<file path="config.mk">
export PLATFORM = sky130hd
export DESIGN_NAME = aluout_seq_flat
export DESIGN_NICKNAME = d
export VERILOG_FILES = /design/src/rtl/aluout_seq_if.sv /design/src/rtl/aluout_seq.sv /design/src/flat_wrapper.sv
export SDC_FILE = /design/constraint.sdc
export NUM_CORES = 1
export LEC_CHECK = 0
export CAP_MARGIN = 10
export CORE_UTILIZATION = 40
export DETAILED_ROUTE_END_ITERATION = 8
export MAX_ROUTING_LAYER = met4
export PLACE_DENSITY = 0.66
export SYNTH_ARGS = -nofsm -noshare
export SYNTH_HDL_FRONTEND = slang
export SYNTH_SLANG_ARGS = --single-unit
</file>
<file path="constraint.sdc">
create_clock -name clk -period 2.8 [get_ports clk]
set_clock_uncertainty 0.1 [all_clocks]
set_input_delay 0.42 -clock clk [delete_from_list [all_inputs] [get_ports clk]]
set_output_delay 0.42 -clock clk [all_outputs]
set_load 0.02 [all_outputs]
</file>
<file path="src/rtl/aluout_seq_if.sv">
// aluout_seq_if: request and ALUOut-datapath control bundle.
// master = control FSM side, slave = sequencer side.
interface aluout_seq_if #(
  parameter int SHAMT_W = 5
);
  logic               start;
  logic [2:0]         op;
  logic [SHAMT_W-1:0] shamt;
  logic [1:0]         aluout_sel;
  logic               aluout_load;
  logic [2:0]         shift_ctrl;
  logic [SHAMT_W-1:0] shift_n;
  logic               busy;
  logic               done;
  logic               err;

  modport master (
    output start,
    output op,
    output shamt,
    input  aluout_sel,
    input  aluout_load,
    input  shift_ctrl,
    input  shift_n,
    input  busy,
    input  done,
    input  err
  );

  modport slave (
    input  start,
    input  op,
    input  shamt,
    output aluout_sel,
    output aluout_load,
    output shift_ctrl,
    output shift_n,
    output busy,
    output done,
    output err
  );
endinterface

</file>
<file path="src/rtl/aluout_seq.sv">
// aluout_seq: multicycle sequencer for the ALUOut write path.
// Loads and steps the serial shifter, then steers and loads ALUOut.
module aluout_seq #(
  parameter int SHAMT_W = 5
) (
  input  logic        clk,
  input  logic        reset,
  aluout_seq_if.slave bus
);

  typedef enum logic [2:0] {
    S_IDLE,
    S_LOAD,
    S_SHIFT,
    S_WRITE,
    S_ERR
  } state_e;

  localparam logic [2:0] CTL_NOP  = 3'b000;
  localparam logic [2:0] CTL_LOAD = 3'b001;
  localparam logic [2:0] CTL_SLL  = 3'b010;
  localparam logic [2:0] CTL_SRL  = 3'b011;
  localparam logic [2:0] CTL_SRA  = 3'b100;

  localparam logic [SHAMT_W-1:0] ONE = SHAMT_W'(1);

  state_e             state_q, state_d;
  logic [2:0]         op_q, op_d;
  logic [SHAMT_W-1:0] shamt_q, shamt_d;
  logic [SHAMT_W-1:0] cnt_q, cnt_d;

  logic [1:0]         sel_q, sel_d;
  logic               load_q, load_d;
  logic [2:0]         ctrl_q, ctrl_d;
  logic [SHAMT_W-1:0] n_q, n_d;
  logic               busy_q, busy_d;
  logic               done_q, done_d;
  logic               err_q, err_d;

  function automatic logic [1:0] sel_of(input logic [2:0] o);
    logic [1:0] s;
    unique case (o)
      3'b000:  s = 2'b01;
      3'b001:  s = 2'b00;
      3'b010:  s = 2'b11;
      default: s = 2'b10;
    endcase
    return s;
  endfunction

  function automatic logic [2:0] dir_of(input logic [2:0] o);
    logic [2:0] d;
    unique case (o)
      3'b011:  d = CTL_SLL;
      3'b100:  d = CTL_SRL;
      3'b101:  d = CTL_SRA;
      default: d = CTL_NOP;
    endcase
    return d;
  endfunction

  always_comb begin
    state_d = state_q;
    op_d    = op_q;
    shamt_d = shamt_q;
    cnt_d   = cnt_q;
    unique case (state_q)
      S_IDLE: begin
        if (bus.start) begin
          op_d    = bus.op;
          shamt_d = bus.shamt;
          unique case (bus.op)
            3'b000, 3'b001, 3'b010: state_d = S_WRITE;
            3'b011, 3'b100, 3'b101: state_d = S_LOAD;
            default:                state_d = S_ERR;
          endcase
        end
      end
      S_LOAD: begin
        if (shamt_q != '0) begin
          cnt_d   = shamt_q;
          state_d = S_SHIFT;
        end else begin
          state_d = S_WRITE;
        end
      end
      S_SHIFT: begin
        // cnt_q >= 1 here, so the decrement never wraps
        cnt_d = cnt_q - ONE;
        if (cnt_q == ONE) begin
          state_d = S_WRITE;
        end
      end
      default: state_d = S_IDLE;
    endcase

    // outputs are decoded from the next state and registered
    sel_d  = 2'b00;
    load_d = 1'b0;
    ctrl_d = CTL_NOP;
    n_d    = '0;
    busy_d = 1'b0;
    done_d = 1'b0;
    err_d  = 1'b0;
    unique case (state_d)
      S_LOAD: begin
        ctrl_d = CTL_LOAD;
        busy_d = 1'b1;
      end
      S_SHIFT: begin
        ctrl_d = dir_of(op_d);
        n_d    = ONE;
        busy_d = 1'b1;
      end
      S_WRITE: begin
        sel_d  = sel_of(op_d);
        load_d = 1'b1;
        done_d = 1'b1;
        busy_d = 1'b1;
      end
      S_ERR: begin
        err_d  = 1'b1;
        busy_d = 1'b1;
      end
      default: begin
        busy_d = 1'b0;
      end
    endcase
  end

  always_ff @(posedge clk) begin
    if (reset) begin
      state_q <= S_IDLE;
      op_q    <= '0;
      shamt_q <= '0;
      cnt_q   <= '0;
      sel_q   <= 2'b00;
      load_q  <= 1'b0;
      ctrl_q  <= CTL_NOP;
      n_q     <= '0;
      busy_q  <= 1'b0;
      done_q  <= 1'b0;
      err_q   <= 1'b0;
    end else begin
      state_q <= state_d;
      op_q    <= op_d;
      shamt_q <= shamt_d;
      cnt_q   <= cnt_d;
      sel_q   <= sel_d;
      load_q  <= load_d;
      ctrl_q  <= ctrl_d;
      n_q     <= n_d;
      busy_q  <= busy_d;
      done_q  <= done_d;
      err_q   <= err_d;
    end
  end

  assign bus.aluout_sel  = sel_q;
  assign bus.aluout_load = load_q;
  assign bus.shift_ctrl  = ctrl_q;
  assign bus.shift_n     = n_q;
  assign bus.busy        = busy_q;
  assign bus.done        = done_q;
  assign bus.err         = err_q;

endmodule

</file>
<file path="src/flat_wrapper.sv">
// flat-port wrapper written by rule: the top's interface ports become plain ports
module aluout_seq_flat 
#(
  parameter int SHAMT_W = 5
)
  (clk, reset, bus_start, bus_op, bus_shamt, bus_aluout_sel, bus_aluout_load, bus_shift_ctrl, bus_shift_n, bus_busy, bus_done, bus_err);
  aluout_seq_if #(.SHAMT_W(SHAMT_W)) bus_i ();
  input  logic clk;
  input  logic reset;
  input wire logic [$bits(bus_i.start)-1:0] bus_start;
  input wire logic [$bits(bus_i.op)-1:0] bus_op;
  input wire logic [$bits(bus_i.shamt)-1:0] bus_shamt;
  output wire logic [$bits(bus_i.aluout_sel)-1:0] bus_aluout_sel;
  output wire logic [$bits(bus_i.aluout_load)-1:0] bus_aluout_load;
  output wire logic [$bits(bus_i.shift_ctrl)-1:0] bus_shift_ctrl;
  output wire logic [$bits(bus_i.shift_n)-1:0] bus_shift_n;
  output wire logic [$bits(bus_i.busy)-1:0] bus_busy;
  output wire logic [$bits(bus_i.done)-1:0] bus_done;
  output wire logic [$bits(bus_i.err)-1:0] bus_err;
  assign bus_i.start = bus_start;
  assign bus_i.op = bus_op;
  assign bus_i.shamt = bus_shamt;
  assign bus_aluout_sel = bus_i.aluout_sel;
  assign bus_aluout_load = bus_i.aluout_load;
  assign bus_shift_ctrl = bus_i.shift_ctrl;
  assign bus_shift_n = bus_i.shift_n;
  assign bus_busy = bus_i.busy;
  assign bus_done = bus_i.done;
  assign bus_err = bus_i.err;
  aluout_seq #(.SHAMT_W(SHAMT_W)) u_core (.clk(clk), .reset(reset), .bus(bus_i));
endmodule
</file>
==> flow_summary.json <==
{
  "place_worst_setup_slack_ns": 0.362,
  "leakage_nw": 0.512,
  "dominant_delay_contributor_by_cell_family_on_the_critical_path": "buffers and inverters",
  "p_per_area_nw_per_um2": 674,
  "peak_ir_drop_on_the_vdd_network_mv": 0.303,
  "tightestPinTransition_ns": 0.480,
  "n_antenna_cell": 0,
  "finalNonFillerCells": 172,
  "route.final.wire_length_um": 2150,
  "yosys.area.top_type_share": 0.441,
  "worstPathArrival_ns": 2.19,
  "place_inst": 168,
  "drc": 0,
  "mean_instance_size_in_the_synthesized_netlist_um2": 9.30,
  "period_share": 0.736,
  "area_of_the_mapped_netlist_um2": 1130,
  "finalHoldWorstSlack_ns": 0.396,
  "run_status": "complete, no violations",
  "final_hpwl_dp_um": 1670,
  "ys_dominant_reg_cell": "sky130_fd_sc_hd__dfxtp_1",
  "synth.yosys.warnings": 0,
  "max_stage_delay_ns": 0.45,
  "design.portCount": 25,
  "number_of_standard_cells_after_synthesis": 122,
  "ys_ff_latch": 25,
  "edff_count_synth": 0,
  "fin_util": 0.532,
  "ys_types": 34,
  "synthMostInstantiatedCell": "sky130_fd_sc_hd__dfxtp_1",
  "crit_path_cell_trace": "clkdlybuf4s50_1 > nor4b_4 > buf_4 > mux2i_1 > nand2_1 > o41ai_1",
  "list_of_most_frequent_post_synthesis_cells": "sky130_fd_sc_hd__dfxtp_1, sky130_fd_sc_hd__nor2_1, sky130_fd_sc_hd__nand2_1, sky130_fd_sc_hd__mux2i_1, sky130_fd_sc_hd__a21oi_1",
  "num_rows": 18,
  "fillers": 242,
  "drv.max_cap_violation_count": 0,
  "async_flop_share": 0,
  "cts_tree": "built",
  "clk_slew_on_worst_s_h_paths_ns": 0.14,
  "critical_path.max_fanout": 12,
  "die-width_um": 55.3,
  "yosysSeqAreaShare": 0.441,
  "layout_min_cycle_time_ns": 2.06,
  "synth.area.top_cells": "sky130_fd_sc_hd__dfxtp_1, sky130_fd_sc_hd__mux2i_1, sky130_fd_sc_hd__nor2_1",
  "design.final.nets": 156,
  "report.power.total_uw": 920,
  "cts-root-to-sink-buffers": 2,
  "routed_wire_length_per_instance_um": 12.5,
  "track_usage": 0.145,
  "avgViaCountPerCell": 5.23,
  "finalSetupTns_ns": 0,
  "syn2layout_area_growth_pct": 20.3,
  "post_cts_hold_buffer_count": 0,
  "critPathSlowestCell": "sky130_fd_sc_hd__clkdlybuf4s50_1",
  "core-area_um2": 2570,
  "numClockSinks": 25,
  "fp.dieH_um": 55.3,
  "drive_gt1_frac": 0.106,
  "rsz0062_at_grt": "no",
  "class_of_the_most_critical_setup_path": "in -> reg",
  "antenna_found_initial": 0,
  "number_of_global_route_vias_before_repair": 796,
  "cts_buffers": 3,
  "cts_root_buffer": "sky130_fd_sc_hd__clkbuf_4",
  "die_area_um2": 3050,
  "final_hold_viol_count": 0,
  "final_number_of_setup_violating_endpoints": 0,
  "end_kind": "register",
  "portBuffers": 20,
  "final_cell_area_um2": 1370,
  "ant_nets": 0,
  "post_dp_cell_area_um2": 1340,
  "slew_headroom": 0.675,
  "drt_first_pass_iters": 4,
  "cts_post_setup_buffers_inserted": 0,
  "worstPathRequired_ns": 2.93,
  "floorplan.initialDensity": 0.442,
  "clock_insertion_delay_worst_skew_ns": 0.32,
  "worstHoldPathType": "reg -> reg",
  "vias": 900,
  "cts_repair_resize_count": 0,
  "grt_max_degree": 16,
  "netlist.top_cell.by_area": "sky130_fd_sc_hd__dfxtp_1",
  "place.gp.congestion": 0.884,
  "htreeDepth": 1,
  "grt_pass1_wl_um": 3520,
  "fmax_mhz": 485,
  "initialDrtViolationCount": 15,
  "final-max-slew-violation-count": 0,
  "setup_ws_ns": 0.739,
  "grt-ovfl-total": 0,
  "timing.critical_path.buf_inv": 2,
  "worstSetupStartpointType": "input port"
}
-- where the power goes --
part	switching [mW]	internal [mW]
Combinational	0.173	0.147
Clock	0.110	0.0545
Sequential	0.0365	0.399
-- tightest hold or removal path, stage by stage (launching register included) --
cell and delay, ns:
sky130_fd_sc_hd__dfxtp_1 0.33, sky130_fd_sc_hd__o21ai_0 0.07, sky130_fd_sc_hd__a21oi_1 0.06
-- cells in the final DEF (no fill, tap or decap), types with 4 or more instances in the layout --
| master | instances |
|---|---|
| sky130_fd_sc_hd__dfxtp_1 | 25 |
| sky130_fd_sc_hd__clkdlybuf4s50_1 | 20 |
| sky130_fd_sc_hd__nor2_1 | 17 |
| sky130_fd_sc_hd__nand2_1 | 9 |
| sky130_fd_sc_hd__mux2i_1 | 8 |
| sky130_fd_sc_hd__a21oi_1 | 7 |
| sky130_fd_sc_hd__nand3_1 | 4 |
| sky130_fd_sc_hd__a211oi_1 | 4 |
| sky130_fd_sc_hd__o21ai_0 | 4 |
| sky130_fd_sc_hd__conb_1 | 4 |
-- state kept, by name, indices dropped and copies added, names as in the netlist --
name and count:
u_core.op_q 3, u_core.bus.busy 1, u_core.bus.shift_ctrl 3, u_core.bus.shift_n 1
u_core.state_q 3, u_core.bus.aluout_sel 2, u_core.shamt_q 5, u_core.cnt_q 5
u_core.bus.aluout_load 1, u_core.bus.err 1
-- logic make-up after synthesis --
kind of cell / share of synthesized area
buffers and inverters: 0.0728
xor gates and xnor gates: 0.00772
AOI/OAI and AO/OA: 0.149
and+or+nand+nor: 0.214
other: 0.00330
muxes: 0.0904
DFF: 0.441
adders and majority gates: 0.0220
-- area by class of cell --
cell class | count | area, um2 | area share
inverter | 3 | 11.3 | 0.00825
clock inverter | 1 | 7.51 | 0.00550
multi-input combinational | 87 | 563 | 0.412
clock buffer | 3 | 22.5 | 0.0165
tap | 30 | 37.5 | 0.0275
sequential | 25 | 500 | 0.367
timing repair buffer | 23 | 223 | 0.163
-- path summary, 6_finish.rpt --
check | cells after the start | to | start | slack [ns]
worst min-delay path | 2 | u_core.cnt_q[4]$_SDFFE_PP0P_ | u_core.cnt_q[4]$_SDFFE_PP0P_ | 0.40
worst max-delay path | 6 | u_core.bus.shift_ctrl[0]$_SDFF_PP0_ | bus_start | 0.74
worst max register to register | 5 | u_core.bus.shift_ctrl[0]$_SDFF_PP0_ | u_core.state_q[2]$_SDFF_PP0_ | 0.77
worst min register to register | 2 | u_core.cnt_q[4]$_SDFFE_PP0P_ | u_core.cnt_q[4]$_SDFFE_PP0P_ | 0.40
-- metal layers --
layer / global-route usage / up-vias / wire, um
met1: 0.196 / 414 / 1100
li1: - / 465 / -
met3: 0.0211 / 2 / 77
met2: 0.225 / 19 / 973
met5: - / - / 0
met4: 0.0429 / 0 / 6
Power figures use the tool's default switching activity.
